`config.mk`:
```
export PLATFORM = sky130hd
export DESIGN_NAME = mcu_bus_arbiter
export DESIGN_NICKNAME = d
export VERILOG_FILES = /design/src/rtl/mcu_bus_arbiter_pkg.sv /design/src/rtl/mcu_addr_decode.sv /design/src/rtl/mcu_bus_arbiter.sv
export SDC_FILE = /design/constraint.sdc
export NUM_CORES = 1
export LEC_CHECK = 0
export ABC_CLOCK_PERIOD_IN_PS = 4230
export CAP_MARGIN = 25
export CORE_MARGIN = 2
export CORE_UTILIZATION = 44
export DETAILED_ROUTE_END_ITERATION = 12
export PLACE_DENSITY = 0.86
export RECOVER_POWER = 25
export REMOVE_ABC_BUFFERS = 1
export SLEW_MARGIN = 10
export SYNTH_ARGS = -nofsm -noshare
export SYNTH_HDL_FRONTEND = slang
export SYNTH_SLANG_ARGS = --single-unit
```
`constraint.sdc`:
```
create_clock -name clk -period 4.23 [get_ports clk]
set_clock_uncertainty 0.2 [all_clocks]
set_input_delay 1.269 -clock clk [delete_from_list [all_inputs] [get_ports clk]]
set_output_delay 1.269 -clock clk [all_outputs]
set_load 0.01 [all_outputs]
```
`src/rtl/mcu_bus_arbiter_pkg.sv`:
```
// Shared MCU bus map: address ranges, arbiter state encodings and owner encoding.
package mcu_bus_arbiter_pkg;

  localparam logic [15:0] MAP_RAM_TOP       = 16'h0FFF;
  localparam logic [15:0] MAP_PIO_BASE      = 16'hFB00;
  localparam logic [15:0] MAP_PIO_LAST      = 16'hFB0F;
  localparam logic [7:0]  MAP_UNMAPPED_DATA = 8'hFF;

  localparam logic [1:0] ST_IDLE   = 2'd0;
  localparam logic [1:0] ST_ACCESS = 2'd1;
  localparam logic [1:0] ST_RESP   = 2'd2;

  localparam logic OWN_M0 = 1'b0;
  localparam logic OWN_M1 = 1'b1;

endpackage

```
`src/rtl/mcu_addr_decode.sv`:
```
// Combinational MCU address decode: RAM window, PIO window, everything else unmapped.
module mcu_addr_decode
  import mcu_bus_arbiter_pkg::*;
#(
  parameter logic [15:0] RAM_TOP  = MAP_RAM_TOP,
  parameter logic [15:0] PIO_BASE = MAP_PIO_BASE,
  parameter logic [15:0] PIO_LAST = MAP_PIO_LAST
) (
  input  logic [15:0] addr,
  output logic        sel_ram,
  output logic        sel_pio,
  output logic        unmapped
);

  assign sel_ram  = (addr <= RAM_TOP);
  assign sel_pio  = (addr >= PIO_BASE) && (addr <= PIO_LAST);
  assign unmapped = !(sel_ram || sel_pio);

endmodule

```
`src/rtl/mcu_bus_arbiter.sv`:
```
// Two-master MCU bus arbiter: round-robin (with CPU lock) IDLE->ACCESS->RESP sequencer,
// chip-enable decode and per-master read-data capture; each access takes exactly 3 cycles.
module mcu_bus_arbiter
  import mcu_bus_arbiter_pkg::*;
#(
  parameter logic [15:0] RAM_TOP       = MAP_RAM_TOP,
  parameter logic [15:0] PIO_BASE      = MAP_PIO_BASE,
  parameter logic [15:0] PIO_LAST      = MAP_PIO_LAST,
  parameter logic [7:0]  UNMAPPED_DATA = MAP_UNMAPPED_DATA
) (
  input  logic        clk,
  input  logic        rst,
  input  logic        m0_req,
  input  logic        m0_we,
  input  logic        m0_lock,
  input  logic [15:0] m0_addr,
  input  logic [7:0]  m0_wdata,
  output logic        m0_gnt,
  output logic        m0_ack,
  output logic [7:0]  m0_rdata,
  input  logic        m1_req,
  input  logic        m1_we,
  input  logic [15:0] m1_addr,
  input  logic [7:0]  m1_wdata,
  output logic        m1_gnt,
  output logic        m1_ack,
  output logic [7:0]  m1_rdata,
  output logic [15:0] bus_addr,
  output logic [7:0]  bus_wdata,
  output logic        bus_we,
  output logic        bus_re,
  output logic        ce_ram,
  output logic        ce_pio,
  input  logic [7:0]  ram_rdata,
  input  logic [7:0]  pio_rdata,
  output logic        bus_err
);

  logic [1:0]  state_q, state_d;
  logic        owner_q, owner_d;
  logic        last_owner_q, last_owner_d;
  logic        we_q, we_d;
  logic [15:0] bus_addr_q, bus_addr_d;
  logic [7:0]  bus_wdata_q, bus_wdata_d;
  logic [7:0]  rdata0_q, rdata0_d;
  logic [7:0]  rdata1_q, rdata1_d;

  logic       win;
  logic       sel_ram, sel_pio, unmapped;
  logic       in_access, in_resp;
  logic [7:0] rsp_data;

  mcu_addr_decode #(
    .RAM_TOP  (RAM_TOP),
    .PIO_BASE (PIO_BASE),
    .PIO_LAST (PIO_LAST)
  ) u_decode (
    .addr     (bus_addr_q),
    .sel_ram  (sel_ram),
    .sel_pio  (sel_pio),
    .unmapped (unmapped)
  );

  // Round-robin on contention, except a locked CPU keeps the bus it just used.
  always_comb begin
    win = m0_req ? OWN_M0 : OWN_M1;
    if (m0_req && m1_req) begin
      win = (last_owner_q == OWN_M0 && !m0_lock) ? OWN_M1 : OWN_M0;
    end
  end

  assign rsp_data = unmapped ? UNMAPPED_DATA : (sel_ram ? ram_rdata : pio_rdata);

  always_comb begin
    state_d      = state_q;
    owner_d      = owner_q;
    last_owner_d = last_owner_q;
    we_d         = we_q;
    bus_addr_d   = bus_addr_q;
    bus_wdata_d  = bus_wdata_q;
    rdata0_d     = rdata0_q;
    rdata1_d     = rdata1_q;
    case (state_q)
      ST_IDLE: begin
        if (m0_req || m1_req) begin
          owner_d     = win;
          we_d        = (win == OWN_M0) ? m0_we    : m1_we;
          bus_addr_d  = (win == OWN_M0) ? m0_addr  : m1_addr;
          bus_wdata_d = (win == OWN_M0) ? m0_wdata : m1_wdata;
          state_d     = ST_ACCESS;
        end
      end
      ST_ACCESS: begin
        last_owner_d = owner_q;
        state_d      = ST_RESP;
      end
      ST_RESP: begin
        if (!we_q) begin
          if (owner_q == OWN_M0) rdata0_d = rsp_data;
          else                   rdata1_d = rsp_data;
        end
        state_d = ST_IDLE;
      end
      default: state_d = ST_IDLE;
    endcase
  end

  always_ff @(posedge clk or negedge rst) begin
    if (!rst) begin
      state_q      <= ST_IDLE;
      owner_q      <= OWN_M1;
      last_owner_q <= OWN_M1;
      we_q         <= 1'b0;
      bus_addr_q   <= '0;
      bus_wdata_q  <= '0;
      rdata0_q     <= '0;
      rdata1_q     <= '0;
    end else begin
      state_q      <= state_d;
      owner_q      <= owner_d;
      last_owner_q <= last_owner_d;
      we_q         <= we_d;
      bus_addr_q   <= bus_addr_d;
      bus_wdata_q  <= bus_wdata_d;
      rdata0_q     <= rdata0_d;
      rdata1_q     <= rdata1_d;
    end
  end

  assign in_access = (state_q == ST_ACCESS);
  assign in_resp   = (state_q == ST_RESP);

  assign m0_gnt = (in_access || in_resp) && (owner_q == OWN_M0);
  assign m1_gnt = (in_access || in_resp) && (owner_q == OWN_M1);
  assign m0_ack = in_resp && (owner_q == OWN_M0);
  assign m1_ack = in_resp && (owner_q == OWN_M1);

  // Target data only arrives in RESP, so it is passed through during ack and held afterwards.
  assign m0_rdata = (m0_ack && !we_q) ? rsp_data : rdata0_q;
  assign m1_rdata = (m1_ack && !we_q) ? rsp_data : rdata1_q;

  assign bus_addr  = bus_addr_q;
  assign bus_wdata = bus_wdata_q;
  assign ce_ram    = in_access && sel_ram;
  assign ce_pio    = in_access && sel_pio;
  assign bus_we    = in_access && we_q && !unmapped;
  assign bus_re    = in_access && !we_q && !unmapped;
  assign bus_err   = in_resp && unmapped;

endmodule

```
==> results.sh, run 1 <==
export IMPL_cp_max_fo=4
export IMPL_cp_start_kind="input pin"
export IMPL_core_area_um2=5440
export IMPL_routabilityCongestion=0.779
export IMPL_fin_cells=460
export IMPL_initial_core_util_pct=45.0
export IMPL_cts_max_path_buffers=2
export IMPL_remaining_drc_errors=0
export IMPL_synthDominantCellAreaShare_pct=44.0
export IMPL_r2r_start="bus_addr[4]"
export IMPL_synth_top_cell_by_area="dfrtp_1"
export IMPL_dp_hpwl_mm=5.20
export IMPL_drv_cap=1
export IMPL_p_leak_nw=1.56
export IMPL_grt_pass1_vias=2542
export IMPL_antenna_found_initial=0
export IMPL_outcome="finished, violations left"
export IMPL_syn_to_final_growth_pct=59.3
export IMPL_min_from="rdata0_q[1]"
export IMPL_synth_seq_cells=45
export IMPL_period_needed_ps=4220
export IMPL_die_x_um=78.5
export IMPL_drt_pass1_iter_count=4
export IMPL_drt_total_wl_mm=7.21
export IMPL_r2r_cells=5
export IMPL_grt_max_degree=46
export IMPL_io_buffer_count=119
export IMPL_vdd_drop_max_uv=383
export IMPL_path_buf_inv=2
export IMPL_postSynthAreaPerCell_um2=9.12
export IMPL_crit_path_frequent_cell="clkdlybuf4s50_1"
export IMPL_std_cell_rows=27
export IMPL_power_density_nw_per_um2=657
export IMPL_max_clock_freq_mhz=237
export IMPL_hold_violations=0
export IMPL_rsz0062_at_grt="yes"
export IMPL_fin_crit_sh_pct=99.8
export IMPL_violations="max-capacitance violations, max-slew violations"
export IMPL_synth_edf_count=0
export IMPL_grt_pass1_wl_mm=11.8
export IMPL_hold_class="reg2reg"
export IMPL_crit_family="buffers and inverters"
export IMPL_worstPathCellList="clkdlybuf4s50_1, nor2_1, o31ai_1, clkdlybuf4s50_1"
export IMPL_cp_slowest_cell="clkdlybuf4s50_1"
export IMPL_clock_tree_root_cell="clkbuf_8"
export IMPL_drv_slew=32
export IMPL_min_path_cells=2
export IMPL_die_height_um=78.5
export IMPL_ys_warn_count=0
export IMPL_place_area_um2=3740
export IMPL_drtAntennaViolNets=0
export IMPL_required_ps=2760
export IMPL_ys_seq_area_share_pct=46.2
export IMPL_grtUsageTotal_pct=24.1
export IMPL_r2r_setup_slack_ps=1930
export IMPL_io_pins=120
export IMPL_cp_data_arrival_time_ps=2750
export IMPL_drtIter0Drc=105
export IMPL_crit_path_max_incr_delay_ps=610
export IMPL_post_cts_setup_buffers=0
export IMPL_wl_per_cell_um=15.7
export IMPL_dieArea_um2=6170
export IMPL_design_area_um2=3890
export IMPL_setup_viol=0
export IMPL_critPathCaptureType="output port"
export IMPL_hold_buffers=0
export IMPL_tightest_slew_ps=1620
export IMPL_criticalPathCategory="in2out"
export IMPL_dp_cells=450
export IMPL_ys_top_cells_by_area="dfrtp_1, nand2_1, o31ai_1"
export IMPL_synth_cell_types=29
export IMPL_synth_most_common_cell="nand2_1"
export IMPL_cts_tree="done"
export IMPL_clkTransAtPathRegs_ps=80
export IMPL_yosys_top_cells_count="nand2_1, dfrtp_1, o31ai_1"
export IMPL_cts_buffers=5
export IMPL_ys_flop_type="dfrtp_1"
export IMPL_drive_gt1_share_pct=10.6
export IMPL_async_flop_share_pct=100
export IMPL_synthCells=268
export IMPL_netlist_area_um2=2440
export IMPL_detail_route_vias_per_cell=5.58
export IMPL_overflow=0
export IMPL_relSlewSlack_pct=-7.79
export IMPL_num_vias=2568
export IMPL_hold_end="rdata0_q[1]"
export IMPL_cts_max_level=2
export IMPL_antenna_cells=0
export IMPL_final_nets=462
export IMPL_numClockSinks=45
export IMPL_clock_latency_ps=290
export IMPL_r2r_end="rdata0_q[4]"
-- area by class of cell --
class | instances | area (um^2)
clock buffers | 7 | 96.3
clock inverters | 1 | 5.00
fillers | 416 | 1550
inverters | 3 | 11.3
multi-input cells | 196 | 1240
flip-flops and latches | 45 | 1130
well taps | 72 | 90.1
repair buffers | 136 | 1320
-- tightest hold or removal path, delay by kind of cell, from the launching register on --
| kind | cells | cell delay, ps |
|---|---|---|
| DFF | 1 | 330 |
| and+or+nand+nor | 1 | 60 |
| AOI/OAI and AO/OA | 1 | 60 |
-- registers in the layout (all words and copies together) (netlist names) --
signal / cells
rdata1_q: 8
we_q: 1
owner_q: 1
bus_addr: 16
rdata0_q: 8
bus_wdata: 8
state_q: 2
last_owner_q: 1
-- kinds of logic (layout without fill, tap and decap cells) --
kind of cell / after synthesis / in the layout / synth area share (%)
AND/OR/NAND/NOR: 127 / 127 / 27.0
AO/OA/AOI/OAI: 63 / 63 / 19.2
flip-flops: 45 / 45 / 46.2
buffers and inverters: 27 / 147 / 4.61
adder cells (fa/ha/maj): 4 / 4 / 2.05
multiplexers: 2 / 2 / 0.921
-- worst max path at each step --
| stage | depth (start not counted) | slack [ps] | end | from |
|---|---|---|---|---|
| after detailed placement | 4 | -7 | m1_rdata[5] | pio_rdata[5] |
| after floorplan | 3 | 920 | bus_re | bus_addr[4] |
| after CTS | 4 | 8 | m1_rdata[5] | pio_rdata[5] |
| final | 4 | 7 | m0_rdata[1] | ram_rdata[1] |
| after global placement | 4 | -9 | m1_rdata[5] | pio_rdata[5] |
| after global routing | 4 | -90 | m0_rdata[1] | ram_rdata[1] |
-- report_power, final --
part,switching (W),internal [W],leakage [nW]
clock network,0.000137,0.000148,0.0542
registers,0.000127,0.000657,0.533
logic,0.000739,0.000751,0.972
total,0.00100,0.00156,1.56
-- through the flow --
| step | power, W | hold slack [ps] | worst slack, ps | setup TNS, ps | util (%) |
|---|---|---|---|---|---|
| floorplan | 0.00147 | 242 | 918 | 0 | - |
| global placement | 0.00221 | 255 | -8.64 | -8.64 | 68.7 |
| detailed placement | 0.00226 | 265 | -7.34 | -7.34 | 68.7 |
| CTS | 0.00255 | 288 | 8.37 | 0 | 70.7 |
| global route | 0.00276 | 310 | -86.1 | -86.1 | 71.6 |
| finish | 0.00256 | 283 | 7.46 | 0 | 71.6 |
-- what timing repair did --
item,CTS,global route
resized for setup,1,6
setup endpoints to repair,1,11
pin swaps,0,1
endpoints found under the hold margin,0,0
-- cells in the final DEF (no fill, tap or decap), drive strengths merged, types with 3 or more instances in the layout --
| cell type | n |
|---|---|
| buf | 16 |
| nor4 | 8 |
| clkbuf | 9 |
| nand4 | 26 |
| and2 | 3 |
| inv | 3 |
| nor2 | 12 |
| dfrtp | 43 |
| clkdlybuf4s50 | 116 |
| o211ai | 25 |
| nand2 | 68 |
| ha | 4 |
| o31ai | 32 |
-- routing by layer --
| layer | track usage (%) | share of wire [%] | wire length [um] | up-vias |
|---|---|---|---|---|
| li1 | - | - | - | 1228 |
| met1 | 28.3 | 40 | 2870 | 1209 |
| met2 | 42.3 | 50 | 3570 | 124 |
| met3 | 8.51 | 9.9 | 712 | 7 |
| met4 | 5.26 | 0.67 | 48 | 0 |
| met5 | 0 | 0 | 0 | - |
Power figures use the tool's default switching activity.
==> run 2, diff against run 1 <==
==> constraint.sdc (replaced) <==
create_clock -name clk -period 4.23 [get_ports clk]
set_clock_uncertainty 0.2 [all_clocks]
set_input_delay 1.269 -clock clk [delete_from_list [all_inputs] [get_ports clk]]
set_output_delay 1.269 -clock clk [all_outputs]
set_load 0.005 [all_outputs]
==> run 2 against run 1 <==
Against the previous run: the run still ends with max-capacitance violations, max-slew violations left; core utilization down 0.46 points; final area down 0.64%; die area unchanged; critical endpoint is now m1_rdata[3].
==> results.sh, run 2 (synthesized netlist as in run 1, its figures left out) <==
export IMPL_cp_slowest_cell="clkdlybuf4s50_1"
export IMPL_cts_buffers=5
export IMPL_relSlewSlack_pct=-31.4
export IMPL_final_nets=463
export IMPL_cts_max_path_buffers=2
export IMPL_die_x_um=78.5
export IMPL_remaining_drc_errors=0
export IMPL_clock_latency_ps=280
export IMPL_numClockSinks=45
export IMPL_tightest_slew_ps=1970
export IMPL_crit_path_max_incr_delay_ps=450
export IMPL_grtUsageTotal_pct=24.4
export IMPL_cp_data_arrival_time_ps=2700
export IMPL_drt_pass1_iter_count=4
export IMPL_wl_per_cell_um=16.0
export IMPL_layout_common_cells="clkdlybuf4s50_1, nand2_1, dfrtp_1"
export IMPL_critPathCaptureType="output port"
export IMPL_worst_slack_ps=61.5
export IMPL_overflow=0
export IMPL_post_cts_setup_buffers=0
export IMPL_place_area_um2=3740
export IMPL_dp_cells=451
export IMPL_grt_pass1_wl_mm=11.9
export IMPL_hold_buffers=0
export IMPL_antenna_found_initial=0
export IMPL_drv_cap=1
export IMPL_path_buf_inv=2
export IMPL_clkTransAtPathRegs_ps=80
export IMPL_cts_max_level=2
export IMPL_crit_path_frequent_cell="clkdlybuf4s50_1"
export IMPL_io_pins=120
export IMPL_io_buffer_count=119
export IMPL_dp_slack_ps=28.1
export IMPL_final_common_cell="clkdlybuf4s50_1"
export IMPL_drtIter0Drc=71
export IMPL_hold_violations=0
export IMPL_dieArea_um2=6170
export IMPL_die_height_um=78.5
export IMPL_hold_class="reg2reg"
export IMPL_power_frac_seq_pct=32.4
export IMPL_cp_max_fo=3
export IMPL_required_ps=2760
export IMPL_grt_pass1_vias=2453
export IMPL_outcome="finished, violations left"
export IMPL_worstPathCellList="clkdlybuf4s50_1, nor4_2, o31ai_1, clkdlybuf4s50_1"
export IMPL_p_leak_nw=1.54
export IMPL_syn_to_final_growth_pct=58.2
export IMPL_drive_gt1_share_pct=10.1
export IMPL_drv_slew=39
export IMPL_detail_route_vias_per_cell=5.62
export IMPL_switching_share_pct=37.1
export IMPL_vdd_drop_max_uv=314
export IMPL_fin_util_pct=71.1
export IMPL_power_density_nw_per_um2=628
export IMPL_power_frac_comb_pct=56.9
export IMPL_design_area_um2=3870
export IMPL_clock_tree_root_cell="clkbuf_8"
export IMPL_criticalPathCategory="in2out"
export IMPL_num_vias=2586
export IMPL_drtAntennaViolNets=0
export IMPL_clkPwrFrac_pct=10.7
export IMPL_cp_start_kind="input pin"
export IMPL_r2r_cells=5
export IMPL_fin_crit_sh_pct=98.5
export IMPL_core_area_um2=5440
export IMPL_violations="max-capacitance violations, max-slew violations"
export IMPL_cts_tree="done"
export IMPL_p_int_w=0.00153
export IMPL_setup_viol=0
export IMPL_max_clock_freq_mhz=240
export IMPL_startpoint="pio_rdata[3]"
export IMPL_drt_total_wl_mm=7.38
export IMPL_routabilityCongestion=0.806
export IMPL_initial_core_util_pct=45.0
export IMPL_crit_cells=4
export IMPL_r2r_setup_slack_ps=2000
export IMPL_r2r_start="bus_addr[4]"
export IMPL_grt_max_degree=46
export IMPL_fin_cells=460
export IMPL_std_cell_rows=27
export IMPL_period_needed_ps=4170
export IMPL_antenna_cells=0
export IMPL_min_path_cells=2
export IMPL_switching_power_w=0.000901
export IMPL_crit_family="buffers and inverters"
export IMPL_dp_hpwl_mm=5.43
export IMPL_largest_reg_flops=16
export IMPL_min_from="rdata1_q[4]"
-- run 2: changes by cell type in the layout (fill, tap and decap cells not counted), sizes merged --
| cell | before | now |
|---|---|---|
| buf | 16 | 17 |
| clkinv | 1 | 0 |
-- run 2: worst register-to-register path: stages (launching register included) --
cell     delay, ps
dfrtp_1        390
or4_1          630
buf_4          230
nor4_2         400
buf_4          190
o31ai_1         70
-- run 2: per-stage QoR --
stage / total power [W] / hold WS (ps) / TNS (ps)
after floorplan: 0.00138 / 242 / 0
after global placement: 0.00212 / 255 / -13.3
after detailed placement: 0.00217 / 263 / 0
after CTS: 0.00244 / 281 / 0
after global routing: 0.00263 / 305 / -18.7
final: 0.00243 / 279 / 0
-- run 2: routing by layer --
layer	vias to the layer above	global-route usage (%)	wire length, um
met4	0	7.72	137
li1	1229	-	-
met2	128	41.1	3630
met3	16	8.51	687
met5	-	0	0
met1	1213	29.3	2930
-- run 2: final timing paths --
check | to
max | m1_rdata[3]
min | rdata1_q[4]
max reg2reg | rdata1_q[4]
min reg2reg | rdata1_q[4]
max in group asynchronous | rdata0_q[5]
min in group asynchronous | rdata1_q[3]
-- run 2: repair_timing --
item	in CTS	in global routing
endpoints found under the setup margin	0	8
gates resized for setup	0	5
endpoints found under the hold margin	0	0
-- run 2: final cells by class --
| type | count | area, um^2 |
|---|---|---|
| Inverter | 3 | 11.3 |
| Sequential cell | 45 | 1130 |
| Timing Repair Buffer | 137 | 1330 |
| Fill cell | 431 | 1570 |
| Clock buffer | 7 | 86.3 |
| Tap cell | 72 | 90.1 |
| Multi-Input combinational cell | 196 | 1230 |
-- run 2: power groups by stage --
stage                     Combinational [W]  Clock [W]  Sequential [W]
after floorplan                    0.000605          0        0.000774
after global placement              0.00133          0        0.000781
after detailed placement            0.00138          0        0.000792
after CTS                           0.00138   0.000271        0.000787
after global routing                0.00153   0.000285        0.000815
final                               0.00138   0.000260        0.000788
==> run 3, diff against run 2 <==
--- a/config.mk
+++ b/config.mk
@@ -10,9 +10,10 @@
 export CORE_MARGIN = 2
 export CORE_UTILIZATION = 44
 export DETAILED_ROUTE_END_ITERATION = 12
-export PLACE_DENSITY = 0.86
+export PLACE_DENSITY = 0.83
 export RECOVER_POWER = 25
 export REMOVE_ABC_BUFFERS = 1
+export SKIP_CTS_REPAIR_TIMING = 1
 export SLEW_MARGIN = 10
 export SYNTH_ARGS = -nofsm -noshare
 export SYNTH_HDL_FRONTEND = slang
==> run 3 against run 2 <==
Against the previous run: the run still ends with max-capacitance violations, max-slew violations left; cell count is 0.43% higher; global-route usage is 0.58 points higher; routed wire length is 0.65% higher.
==> results.sh, run 3 (synthesized netlist as in run 1, its figures left out) <==
export IMPL_criticalPathCategory="in2out"
export IMPL_io_buffer_count=119
export IMPL_final_common_cell="clkdlybuf4s50_1"
export IMPL_required_ps=2760
export IMPL_cp_max_fo=3
export IMPL_hold_violations=0
export IMPL_drt_total_wl_mm=7.43
export IMPL_violations="max-capacitance violations, max-slew violations"
export IMPL_clkTransAtPathRegs_ps=70
export IMPL_initial_core_util_pct=45.0
export IMPL_outcome="finished, violations left"
export IMPL_remaining_drc_errors=0
export IMPL_drt_pass1_iter_count=4
export IMPL_largest_reg_flops=16
export IMPL_multiInputGateArea_um2=1240
export IMPL_design_area_um2=3890
export IMPL_tightest_slew_ps=1970
export IMPL_die_height_um=78.5
export IMPL_dieArea_um2=6170
export IMPL_cp_data_arrival_time_ps=2710
export IMPL_drtAntennaViolNets=0
export IMPL_io_pins=120
export IMPL_min_from="rdata1_q[3]"
export IMPL_drtIter0Drc=104
export IMPL_r2r_cells=5
export IMPL_switching_power_w=0.000910
export IMPL_place_area_um2=3760
export IMPL_critPathCaptureType="output port"
export IMPL_vdd_drop_max_uv=261
export IMPL_clkPwrFrac_pct=11.0
export IMPL_fin_crit_sh_pct=98.9
export IMPL_antenna_found_initial=0
export IMPL_fin_cells=462
export IMPL_nFillCells=430
export IMPL_overflow=0
export IMPL_cts_max_path_buffers=2
export IMPL_cp_start_kind="input pin"
export IMPL_r2r_setup_slack_ps=1920
export IMPL_dp_hpwl_mm=5.31
export IMPL_grt_max_degree=46
export IMPL_max_clock_freq_mhz=239
export IMPL_r2r_start="bus_addr[4]"
export IMPL_regArea_um2=1130
export IMPL_p_leak_nw=1.55
export IMPL_grtUsageTotal_pct=25.0
export IMPL_cts_buffers=5
export IMPL_power_frac_comb_pct=56.7
export IMPL_die_x_um=78.5
export IMPL_tns_ps=0
export IMPL_drive_gt1_share_pct=10.8
export IMPL_layout_common_cells="clkdlybuf4s50_1, nand2_1, dfrtp_1"
export IMPL_power_density_nw_per_um2=628
export IMPL_clock_tree_root_cell="clkbuf_8"
export IMPL_wl_per_cell_um=16.1
export IMPL_cts_tree="done"
export IMPL_syn_to_final_growth_pct=59.0
export IMPL_numClockSinks=45
export IMPL_drv_slew=39
export IMPL_std_cell_rows=27
export IMPL_core_area_um2=5440
export IMPL_routabilityCongestion=0.749
export IMPL_startpoint="pio_rdata[4]"
export IMPL_num_vias=2570
export IMPL_setup_viol=0
export IMPL_r2r_end="rdata1_q[4]"
export IMPL_switching_share_pct=37.3
export IMPL_drv_cap=1
export IMPL_antenna_cells=0
export IMPL_dp_cells=453
export IMPL_crit_end="m1_rdata[4]"
export IMPL_cts_max_level=2
export IMPL_relSlewSlack_pct=-31.6
export IMPL_power_frac_seq_pct=32.3
export IMPL_grt_pass1_vias=2637
export IMPL_period_needed_ps=4180
export IMPL_final_nets=464
export IMPL_grt_pass1_wl_mm=12.4
export IMPL_clock_latency_ps=290
export IMPL_hold_class="reg2reg"
export IMPL_p_int_w=0.00153
export IMPL_detail_route_vias_per_cell=5.56
export IMPL_fin_util_pct=71.5
run 3: cell count changes in the layout (fill, tap and decap cells not counted):
cell	delta
buf_6	-1
buf_4	+2
clkbuf_1	+1
o31ai_1	-2
o31ai_2	+2
run 3: how the worst min path moves through the flow:
| stage | to | slack (ps) | cells after the start |
|---|---|---|---|
| floorplan | rdata0_q[0] | 240 | 2 |
| global placement | rdata0_q[5] | 260 | 2 |
| detailed placement | rdata0_q[2] | 260 | 2 |
| CTS | rdata0_q[2] | 280 | 2 |
| global route | rdata0_q[1] | 320 | 2 |
| finish | rdata1_q[3] | 280 | 2 |
run 3: power groups by stage:
stage	Combinational (W)	Clock [W]	Sequential, W
floorplan	0.000605	0	0.000774
global placement	0.00134	0	0.000784
detailed placement	0.00138	0	0.000795
CTS	0.00138	0.000276	0.000788
global route	0.00153	0.000289	0.000818
finish	0.00138	0.000269	0.000789
run 3: worst max-delay path, stage by stage:
cell,delay (ps)
clkdlybuf4s50_1,420
nor4_2,420
o31ai_1,140
clkdlybuf4s50_1,460
run 3: final cells by class:
| cell class | count | share of cell area [%] |
|---|---|---|
| clock buffer | 8 | 2.32 |
| inverter | 3 | 0.290 |
| multi-input combinational | 196 | 31.8 |
| sequential | 45 | 29.0 |
| tap | 72 | 2.32 |
| timing repair buffer | 138 | 34.2 |
run 3: per-stage QoR:
step | hold slack [ps] | total power (W) | setup WS [ps]
after floorplan | 242 | 0.00138 | 989
after CTS | 282 | 0.00245 | 7.85
after detailed placement | 264 | 0.00217 | 41.0
final | 278 | 0.00244 | 46.9
after global routing | 315 | 0.00264 | -33.2
after global placement | 257 | 0.00212 | 31.2
run 3: metal layers:
layer,GRT usage (%),routed length (um),vias up
li1,-,-,1235
met4,6.84,77,0
met3,8.05,604,9
met5,0,0,-
met1,30.4,3150,1215
met2,42.6,3590,111
